## src/rtl/cv32e40s_obi_arbiter.sv

```systemverilog
// rtl/cv32e40s_obi_arbiter.sv - two-to-one OBI arbiter for instruction fetch and load/store.
module cv32e40s_obi_arbiter #(
  parameter int unsigned MAX_OUTSTANDING = 2
) (
  input  logic        clk,
  input  logic        rst,
  input  logic        inst_req_i,
  output logic        inst_gnt_o,
  input  logic [31:0] inst_addr_i,
  output logic        inst_rvalid_o,
  input  logic        data_req_i,
  output logic        data_gnt_o,
  input  logic [31:0] data_addr_i,
  input  logic        data_we_i,
  input  logic [3:0]  data_be_i,
  input  logic [31:0] data_wdata_i,
  output logic        data_rvalid_o,
  output logic [31:0] rdata_o,
  output logic        err_o,
  output logic        m_req_o,
  input  logic        m_gnt_i,
  output logic [31:0] m_addr_o,
  output logic        m_we_o,
  output logic [3:0]  m_be_o,
  output logic [31:0] m_wdata_o,
  input  logic        m_rvalid_i,
  input  logic [31:0] m_rdata_i,
  input  logic        m_err_i
);

  localparam int unsigned CW = $clog2(MAX_OUTSTANDING + 1);
  localparam int unsigned PW = (MAX_OUTSTANDING > 1) ? $clog2(MAX_OUTSTANDING) : 1;
  localparam logic [CW-1:0] CNT_MAX  = CW'(MAX_OUTSTANDING);
  localparam logic [PW-1:0] PTR_LAST = PW'(MAX_OUTSTANDING - 1);

  // Owner FIFO entry: 0 = instruction, 1 = data.
  logic [MAX_OUTSTANDING-1:0] fifo_q;
  logic [PW-1:0]              wptr_q;
  logic [PW-1:0]              rptr_q;
  logic [CW-1:0]              cnt_q;
  logic                       lock_q;
  logic                       lock_owner_q;

  logic issue_ok;
  logic sel_inst;
  logic sel_data;
  logic hs;
  logic stall;
  logic resp;
  logic head;

  always_comb begin
    issue_ok = (cnt_q < CNT_MAX);
    sel_inst = 1'b0;
    sel_data = 1'b0;
    // A stalled request keeps the bus until granted so its payload stays stable.
    if (!rst) begin
      if (lock_q) begin
        sel_data = lock_owner_q;
        sel_inst = !lock_owner_q;
      end else if (issue_ok) begin
        sel_data = data_req_i;
        sel_inst = !data_req_i && inst_req_i;
      end
    end
  end

  always_comb begin
    m_req_o    = (sel_data && data_req_i) || (sel_inst && inst_req_i);
    hs         = m_req_o && m_gnt_i;
    stall      = m_req_o && !m_gnt_i;
    data_gnt_o = sel_data && hs;
    inst_gnt_o = sel_inst && hs;
    m_addr_o   = 32'h0;
    m_we_o     = 1'b0;
    m_be_o     = 4'h0;
    m_wdata_o  = 32'h0;
    if (sel_data) begin
      m_addr_o  = data_addr_i;
      m_we_o    = data_we_i;
      m_be_o    = data_be_i;
      m_wdata_o = data_wdata_i;
    end else if (sel_inst) begin
      m_addr_o  = inst_addr_i;
      m_be_o    = 4'hF;
    end
  end

  always_comb begin
    head          = fifo_q[rptr_q];
    resp          = !rst && m_rvalid_i && (cnt_q != '0);
    inst_rvalid_o = resp && !head;
    data_rvalid_o = resp && head;
    rdata_o       = rst ? 32'h0 : m_rdata_i;
    err_o         = !rst && m_err_i;
  end

  always_ff @(posedge clk) begin
    if (rst) begin
      fifo_q       <= '0;
      wptr_q       <= '0;
      rptr_q       <= '0;
      cnt_q        <= '0;
      lock_q       <= 1'b0;
      lock_owner_q <= 1'b0;
    end else begin
      if (hs) begin
        fifo_q[wptr_q] <= sel_data;
        wptr_q         <= (wptr_q == PTR_LAST) ? '0 : wptr_q + 1'b1;
        lock_q         <= 1'b0;
      end else if (stall) begin
        lock_q       <= 1'b1;
        lock_owner_q <= sel_data;
      end
      if (resp) begin
        rptr_q <= (rptr_q == PTR_LAST) ? '0 : rptr_q + 1'b1;
      end
      if (hs && !resp) begin
        cnt_q <= cnt_q + 1'b1;
      end else if (!hs && resp) begin
        cnt_q <= cnt_q - 1'b1;
      end
    end
  end

endmodule

```

## config.mk

```make
export PLATFORM = sky130hd
export DESIGN_NAME = cv32e40s_obi_arbiter
export DESIGN_NICKNAME = d
export VERILOG_FILES = /design/src/rtl/cv32e40s_obi_arbiter.sv
export SDC_FILE = /design/constraint.sdc
export NUM_CORES = 1
export LEC_CHECK = 0
export ABC_AREA = 1
export CORE_AREA = 2 2 96 98
export CTS_BUF_LIST = sky130_fd_sc_hd__clkbuf_2
export CTS_CLUSTER_DIAMETER = 200
export DETAILED_ROUTE_END_ITERATION = 7
export DIE_AREA = 0 0 98 100
export GPL_TIMING_DRIVEN = 0
export SETUP_SLACK_MARGIN = 0.4
export SYNTH_ARGS = -nofsm -noshare
export SYNTH_HDL_FRONTEND = slang
export SYNTH_SLANG_ARGS = --single-unit
```

## constraint.sdc

```tcl
create_clock -name clk -period 3.9 [get_ports clk]
set_input_delay 0.39 -clock clk [delete_from_list [all_inputs] [get_ports clk]]
set_output_delay 0.39 -clock clk [all_outputs]
set_load 0.05 [all_outputs]
```

==> flow_summary.yaml, run 1 <==
run_status:
  status: "finished, final reports clean"
sta:
  rsz0062_at_grt: "false"
  finalCriticalPeriod_ns: 3.14
  whs_ns: 0.488
  hold_violations: 0
  slew_viol_final: 0
  max_clock_freq_ghz: 0.319
  finalSetupViolations: 0
  final.setup.tns_ns: 0
  relSlewSlack_pct: 64.9
  fin_skew_ns: 0.00200
  fin_crit_sh_pct: 80.5
  tightestPinTransition_ns: 0.525
floorplan:
  rows: 35
  die-area_sq_um: 9800
  core_area_sq_um: 8890
  start_util_pct: 15.6
  die_x_um: 98
  io_pins: 247
  die_height_um: 100
yosys:
  ys_seq_area_share_pct: 11.6
  ys_types: 21
  synthXorXnorAreaFrac_pct: 1.26
  synth_cells: 258
  synth-compound-area-share_pct: 26.7
  ys_seq_elements: 8
  syn-num-nets: 399
  synth.area.mux_share_pct: 0
  synth_top_family_by_area: "simple AND/OR/NAND/NOR gates"
  synth_top_area_share_pct: 23.1
  synthesis.area_sq_um: 1390
  synth-simple-area-share_pct: 32.1
  yosysTopAreaCell: "a32o_1"
  synth_fa_ha_area_share_pct: 0.903
  synth_area_leaders: "a32o_1, inv_1, nor2_1"
  syn_area_per_cell_sq_um: 5.37
  yosys_warnings: 0
cells_and_area:
  stdcell_area_sq_um: 4000
  mostFrequentLayoutCell: "clkdlybuf4s50_1"
  area_growth_pct: 189
  mostFrequentLayoutCells: "clkdlybuf4s50_1, inv_1, nor2_1"
  fillers: 925
  multi_input_area_sq_um: 845
  seqCellArea_sq_um: 160
  drive_gt1_share_pct: 3.16
  final_nets: 650
  antennaDiodeCount: 0
worst_setup_path:
  worst_ep_required_time_ns: 3.51
  start_kind: "input pin"
  worstSetupEndpointType: "output pin"
  crit_fanout: 10
  crit_arrival_ns: 2.75
  path_class: "in -> out"
route:
  viasPerCell: 4.05
  ant_nets: 0
  drc_errors: 0
  drt-total-wl_um: 7680
  drtIter0Drc: 58
  firstDrtPassIters: 4
  vias: 2504
  wire_per_inst_um: 12.4
clocking:
  cts_sinks: 8
  clock_latency_ns: 0.24
  cts_max_path_buffers: 2
  cts_setup_buffers: 0
  numCtsBuffers: 3
  cts_hold_buf: 0
  htreeDepth: 1
  path_clk_slew_ns: 0.07
  root_buffer: "clkbuf_2"
  cts_tree: "done"
  cts.repair.resized: 0
global_route:
  grtUsageTotal_pct: 14.1
  grt_max_degree: 11
  antenna_found_initial: 0
  grt-ovfl-total: 0
  first_global_vias: 2388
  grt_pass1_wl_um: 11700
power_and_ir_drop:
  ir_drop_uv: 87.9
  totalPowerFinal_w: 0.000873
  power_leakage_nw: 1.78
  pwr_density_cell_nw_per_um2: 218
placed_design:
  placed_area_sq_um: 3990
  io_buffers: 246
  dp.final_hpwl_um: 6440
  gp_congestion: 0.794
hold_path:
  hp-class: "reg -> reg"
run:
  maxCapViolations: 0
## cell usage after synthesis (all sizes together)
| master | number |
|---|---|
| a21oi | 6 |
| a32o | 32 |
| buf | 8 |
| clkbuf | 9 |
| dfxtp | 8 |
| ha | 1 |
| inv | 78 |
| nand2 | 26 |
| nand3 | 5 |
| nand4 | 3 |
| nor2 | 75 |
| o21ai | 4 |
| or2 | 1 |
| xor2 | 2 |
## routing by layer
metal	global-route usage, %	part of all wire [%]	up-vias
met5	0	0	-
met4	1.71	0.43	0
met3	4.32	8.3	5
met2	25.5	50	125
met1	17.0	41	1077
li1	-	-	1297
## power breakdown
part | switching, W | internal (W) | total, W
logic | 0.000428 | 0.000303 | 0.000731
registers | 0.00000446 | 0.0000879 | 0.0000924
clock network | 0.0000281 | 0.0000209 | 0.0000490
total | 0.000461 | 0.000412 | 0.000873
## through the flow
stage               instances  util (%)  setup WS, ns
floorplan                 258         -          1.61
global placement          615      44.8         0.757
detailed placement        615      44.8         0.733
CTS                       618      45.0         0.728
global route              618      45.0         0.583
finish                    618      45.0         0.760
## final cells by class
cell class                      instances  area share [%]
Inverter                               78            7.32
Multi-Input combinational cell        155            21.1
Clock buffer                            3           0.375
Buffer                                 17            2.19
Timing Repair Buffer                  246            61.5
Tap cell                              111            3.47
Sequential cell                         8            4.00
## flip-flops by register name (all words and copies together) (netlist names)
signal / flops
cnt_q: 2
wptr_q: 1
lock_q: 1
lock_owner_q: 1
fifo_q: 2
rptr_q: 1
## logic make-up after synthesis
family | after synthesis
AOI/OAI and AO/OA | 42
xor gates and xnor gates | 2
adders and majority gates | 1
DFF | 8
buffers and inverters | 95
and+or+nand+nor | 110
## worst max-delay path, cell delays in order
cell             delay, ns
clkdlybuf4s50_1       0.49
inv_2                 0.13
nand2_1               0.09
nor2_4                0.17
buf_1                 0.39
a32o_1                0.27
clkdlybuf4s50_1       0.80
## final timing paths
kind / startpoint / end / slack, ns / depth (start not counted)
max: rst / m_addr_o[13] / 0.76 / 7
min: fifo_q[0] / fifo_q[0] / 0.49 / 2
max reg2reg: cnt_q[1] / cnt_q[1] / 1.86 / 12
min reg2reg: fifo_q[0] / fifo_q[0] / 0.49 / 2
(Power assumes the default switching activity.)
==> inputs of run 2 (changes only) <==
Settings changed: CORE_AREA 2 2 96 98 to 2 2 95 97, DIE_AREA 0 0 98 100 to 0 0 97 99, PLACE_DENSITY set to 0.66.
Clock period 3.9 ns to 3 ns, I/O delays scaled along.
==> run 2 against run 1 <==
Compared with the run above:
- register-to-register slack lost 0.92 ns
- clock-buffer cell count unchanged
- first-iteration DRC count up 45%
- final area is 2.3% lower
- clock power increased by 31%
- final cell count decreased by 0.49%
- utilization is 0.70 points higher
- total power grew 25%
- routed wire length grew 4.2%
- combinational power is 24% higher
- critical endpoint is now m_addr_o[7]
==> flow_summary.yaml, run 2 (synthesis gave the netlist of run 1 again) <==
cells_and_area:
  antennaDiodeCount: 0
  final_nets: 650
  drive_gt1_share_pct: 10.3
  area_growth_pct: 182
  mostFrequentLayoutCells: "clkdlybuf4s50_1, inv_1, nor2_1"
  fillers: 901
  multi_input_area_sq_um: 845
  seqCellArea_sq_um: 160
  mostFrequentLayoutCell: "clkdlybuf4s50_1"
  final_cells: 615
  top_regs: "cnt_q x2, fifo_q x2"
placed_design:
  dp_cells: 612
  dp.final_hpwl_um: 6760
  io_buffers: 246
  gp_congestion: 0.801
  post-place-ws_ns: 0.0464
sta:
  relSlewSlack_pct: 64.1
  tightestPinTransition_ns: 0.541
  finalCriticalPeriod_ns: 2.53
  final.setup.tns_ns: 0
  rsz0062_at_grt: "true"
  fin_skew_ns: 0.000889
  setup_ws_ns: 0.473
  finalSetupViolations: 0
  fin_crit_sh_pct: 84.2
  slew_viol_final: 0
  max_clock_freq_ghz: 0.396
  hold_violations: 0
route:
  drtIter0Drc: 84
  drc_errors: 0
  firstDrtPassIters: 4
  drt-total-wl_um: 8000
  ant_nets: 0
  wire_per_inst_um: 13.0
  viasPerCell: 4.13
  vias: 2543
run:
  maxCapViolations: 0
hold_path:
  hp-class: "reg -> reg"
  holdPathEnd: "fifo_q[0]"
  hold_path.startpoint: "fifo_q[0]"
  whs_path_depth: 2
worst_setup_path:
  rr_endpoint: "cnt_q[1]"
  worstSetupEndpointType: "output pin"
  reg2reg_slack_ns: 0.94
  crit_fanout: 10
  path_class: "in -> out"
  r2r_cells: 12
  path_common_cell: "nand2_1"
  worstPathCellList: "clkdlybuf4s50_1, nand2_1, nand2_1, clkbuf_1, a32o_1, dlygate4sd2_1"
  crit_arrival_ns: 2.23
  reg2reg_from: "cnt_q[1]"
  start_kind: "input pin"
  cpPeakStageDelay_ns: 0.56
  worst_ep_required_time_ns: 2.70
  slowest_stage: "dlygate4sd2_1"
clocking:
  cts_tree: "done"
  numCtsBuffers: 3
  cts_setup_buffers: 0
  cts_max_path_buffers: 2
  root_buffer: "clkbuf_2"
  cts_sinks: 8
  path_clk_slew_ns: 0.07
  htreeDepth: 1
  clock_latency_ns: 0.24
global_route:
  grt_pass1_wl_um: 12300
  grtUsageTotal_pct: 15.3
  antenna_found_initial: 0
  first_global_vias: 2496
  grt_max_degree: 11
  grt-ovfl-total: 0
power_and_ir_drop:
  ir_drop_uv: 104
  power_leakage_nw: 2.06
  pwr_density_cell_nw_per_um2: 279
floorplan:
  die_height_um: 99
  core_area_sq_um: 8550
  io_pins: 247
  die_x_um: 97
  rows: 34
  die-area_sq_um: 9600
  start_util_pct: 16.2
run_status:
  status: "finished, final reports clean"
==> run 2: layout make-up <==
cell class	count	share of cell area, %
clock buffers	3	0.384
plain buffers	17	2.34
repair buffers	246	60.6
well taps	108	3.46
inverters	78	7.49
flip-flops and latches	8	4.10
multi-input cells	155	21.6
==> run 2: critical path, delay by kind of cell <==
family                 cells  cell delay (ns)
buffers and inverters      3             1.44
AND/OR/NAND/NOR            2             0.26
AO/OA/AOI/OAI              1             0.22
==> run 2: how the worst max path moves through the flow <==
| stage | start | to | slack (ns) | cells past startpoint |
|---|---|---|---|---|
| finish | inst_req_i | m_addr_o[7] | 0.47 | 6 |
| global route | inst_req_i | m_addr_o[7] | 0.30 | 6 |
| CTS | rst | m_addr_o[7] | 0.31 | 7 |
| detailed placement | rst | m_addr_o[9] | 0.05 | 7 |
| global placement | rst | m_addr_o[7] | 0.07 | 7 |
| floorplan | rst | data_gnt_o | 0.89 | 7 |
==> run 2: repair_timing <==
item / in CTS / in global routing
hold buffers: 0 / 0
resized for setup: 101 / 67
hold endpoints to repair: 0 / 0
setup endpoints to repair: 79 / 60
==> run 2: per-stage QoR <==
stage	hold WS [ns]	area [sq um]	util (%)	total power (W)
global route	0.501	3910	45.7	0.00115
CTS	0.471	3950	46.2	0.00110
detailed placement	0.457	3980	46.6	0.00108
floorplan	0.437	1390	-	0.000661
finish	0.471	3910	45.7	0.00109
global placement	0.456	3980	46.6	0.00107
==> run 2: power breakdown <==
part,internal [W],switching [W],leakage [nW]
Combinational,0.000345,0.000559,1.99
Sequential,0.000114,0.00000597,0.0650
Clock,0.0000273,0.0000371,0.0125
Total,0.000487,0.000602,2.06
==> run 2: metal layers <==
metal	wire [um]	part of all wire, %	global-route usage [%]	vias to the layer above
li1	-	-	-	1301
met1	3080	38	17.5	1112
met2	4150	52	29.4	126
met3	723	9.0	4.18	4
met4	46	0.58	1.52	0
met5	0	0	0	-
==> inputs of run 3 (changes only) <==
Settings changed: CORE_AREA 2 2 95 97 to 2 2 97 99, DIE_AREA 0 0 97 99 to 0 0 99 101.
Clock period 3 ns to 2.25 ns, I/O delays scaled along.
==> run 3 against run 2 <==
Compared with the run above:
- critical path depth up 2
- sequential power up 34%
- combinational power up 45%
- flip-flop and latch count unchanged
- via count up 3.1%
- final cell count up 2.6%
- sequential share of layout area about the same
- worst hold slack better by 0.023 ns
- die area up 4.1%
- utilization down 0.97 points
- first-iteration DRC count down 38%
- largest power group unchanged
==> flow_summary.yaml, run 3 (synthesis gave the netlist of run 1 again) <==
run_status:
  status: "finished, final reports clean"
global_route:
  met2_usage_pct: 26.8
  grt_max_degree: 11
  first_global_vias: 2452
  grtUsageTotal_pct: 14.5
  met3_usage_pct: 4.09
  gr-max-usage-layer: "met2"
  antenna_found_initial: 0
  grt-ovfl-total: 0
  grt_pass1_wl_um: 12000
  grtUsageMet1_pct: 17.1
route:
  ant_nets: 0
  vias: 2621
  drtIter0Drc: 52
  viasPerCell: 4.15
  drt-total-wl_um: 8150
  firstDrtPassIters: 5
  drc_errors: 0
  wire_per_inst_um: 12.9
sta:
  fin_crit_sh_pct: 81.0
  relSlewSlack_pct: 66.3
  fin_skew_ns: 0.000540
  max_clock_freq_ghz: 0.549
  final.setup.tns_ns: 0
  tightestPinTransition_ns: 0.507
  rsz0062_at_grt: "true"
  hold_violations: 0
  finalCriticalPeriod_ns: 1.82
  slew_viol_final: 0
  whs_ns: 0.494
  setup_ws_ns: 0.428
  finalSetupViolations: 0
clocking:
  numCtsBuffers: 3
  cts_max_path_buffers: 2
  htreeDepth: 1
  cts_sinks: 8
  cts_hold_buf: 0
  clock_latency_ns: 0.23
  root_buffer: "clkbuf_2"
  path_clk_slew_ns: 0.08
  cts_tree: "done"
cells_and_area:
  final_nets: 663
  mostFrequentLayoutCell: "clkdlybuf4s50_1"
  drive_gt1_share_pct: 29.0
  final_cells: 631
  antennaDiodeCount: 0
  top_regs: "cnt_q x2, fifo_q x2"
  area_growth_pct: 190
  final_util_pct: 44.7
  mostFrequentLayoutCells: "clkdlybuf4s50_1, inv_1, nor2_1"
floorplan:
  io_pins: 247
  core_area_sq_um: 8980
  start_util_pct: 15.4
  die_x_um: 99
  die-area_sq_um: 10000
  rows: 35
  die_height_um: 101
worst_setup_path:
  worst_ep_required_time_ns: 2.03
  rr_endpoint: "cnt_q[1]"
  start_kind: "flop"
  reg2reg_from: "lock_q"
  crit_arrival_ns: 1.60
  reg2reg_slack_ns: 0.53
  r2r_cells: 12
  path_class: "reg -> out"
  crit_fanout: 10
  worstSetupEndpointType: "output pin"
hold_path:
  whs_path_depth: 2
  holdPathEnd: "lock_owner_q"
  hold_path.startpoint: "lock_owner_q"
  hp-class: "reg -> reg"
placed_design:
  dp_cells: 615
  io_buffers: 246
  dp.final_hpwl_um: 6600
  post-place-ws_ns: -0.574
  gp_congestion: 0.723
run:
  maxCapViolations: 0
power_and_ir_drop:
  ir_drop_uv: 173
  power_leakage_nw: 2.21
  pwr_density_cell_nw_per_um2: 388
[run 3: final cells by class]
| type | count | area (sq um) |
|---|---|---|
| plain buffers | 17 | 123 |
| multi-input cells | 155 | 922 |
| well taps | 111 | 139 |
| clock buffers | 3 | 15.0 |
| inverters | 78 | 298 |
| repair buffers | 259 | 2350 |
| flip-flops and latches | 8 | 165 |
| fillers | 955 | 4960 |
[run 3: per-layer routing]
metal	wire length (um)	share of wire (%)	up-vias
met1	3100	38	1143
met4	33	0.40	0
met5	0	0	-
met2	4190	51	146
li1	-	-	1328
met3	828	10	4
[run 3: through the flow]
step,power (W),cell area [sq um]
floorplan,0.000883,1390
global placement,0.00143,3990
detailed placement,0.00144,3990
CTS,0.00152,3900
global route,0.00164,4020
finish,0.00156,4020
[run 3: worst max-delay path by stage]
| stage | slack, ns | end | from |
|---|---|---|---|
| after detailed placement | -0.57 | m_addr_o[9] | rst |
| after CTS | 0.40 | cnt_q[1] | rst |
| after global placement | -0.56 | m_addr_o[9] | rst |
| final | 0.43 | m_addr_o[19] | lock_q |
| after global routing | 0.32 | cnt_q[1] | lock_q |
| after floorplan | 0.33 | data_gnt_o | lock_q |
[run 3: timing repair]
item / CTS / global route
endpoints found under the setup margin: 109 / 83
pin swaps: 4 / 6
resized for setup: 480 / 72
endpoints found under the hold margin: 0 / 0
buffers inserted: 3 / 8
cloned: 2 / 0
[run 3: worst max-delay path: stages (launching register included)]
cell and delay [ns]:
dfxtp_4 0.36, inv_2 0.09, nand2_2 0.08, nand3_4 0.12, inv_4 0.05, buf_8 0.13
buf_8 0.13, a32o_2 0.24, buf_6 0.15
[run 3: power breakdown]
part | internal [W] | switching (W)
sequential | 0.000152 | 0.00000875
clock | 0.0000364 | 0.0000481
combinational | 0.000537 | 0.000775
total | 0.000726 | 0.000832
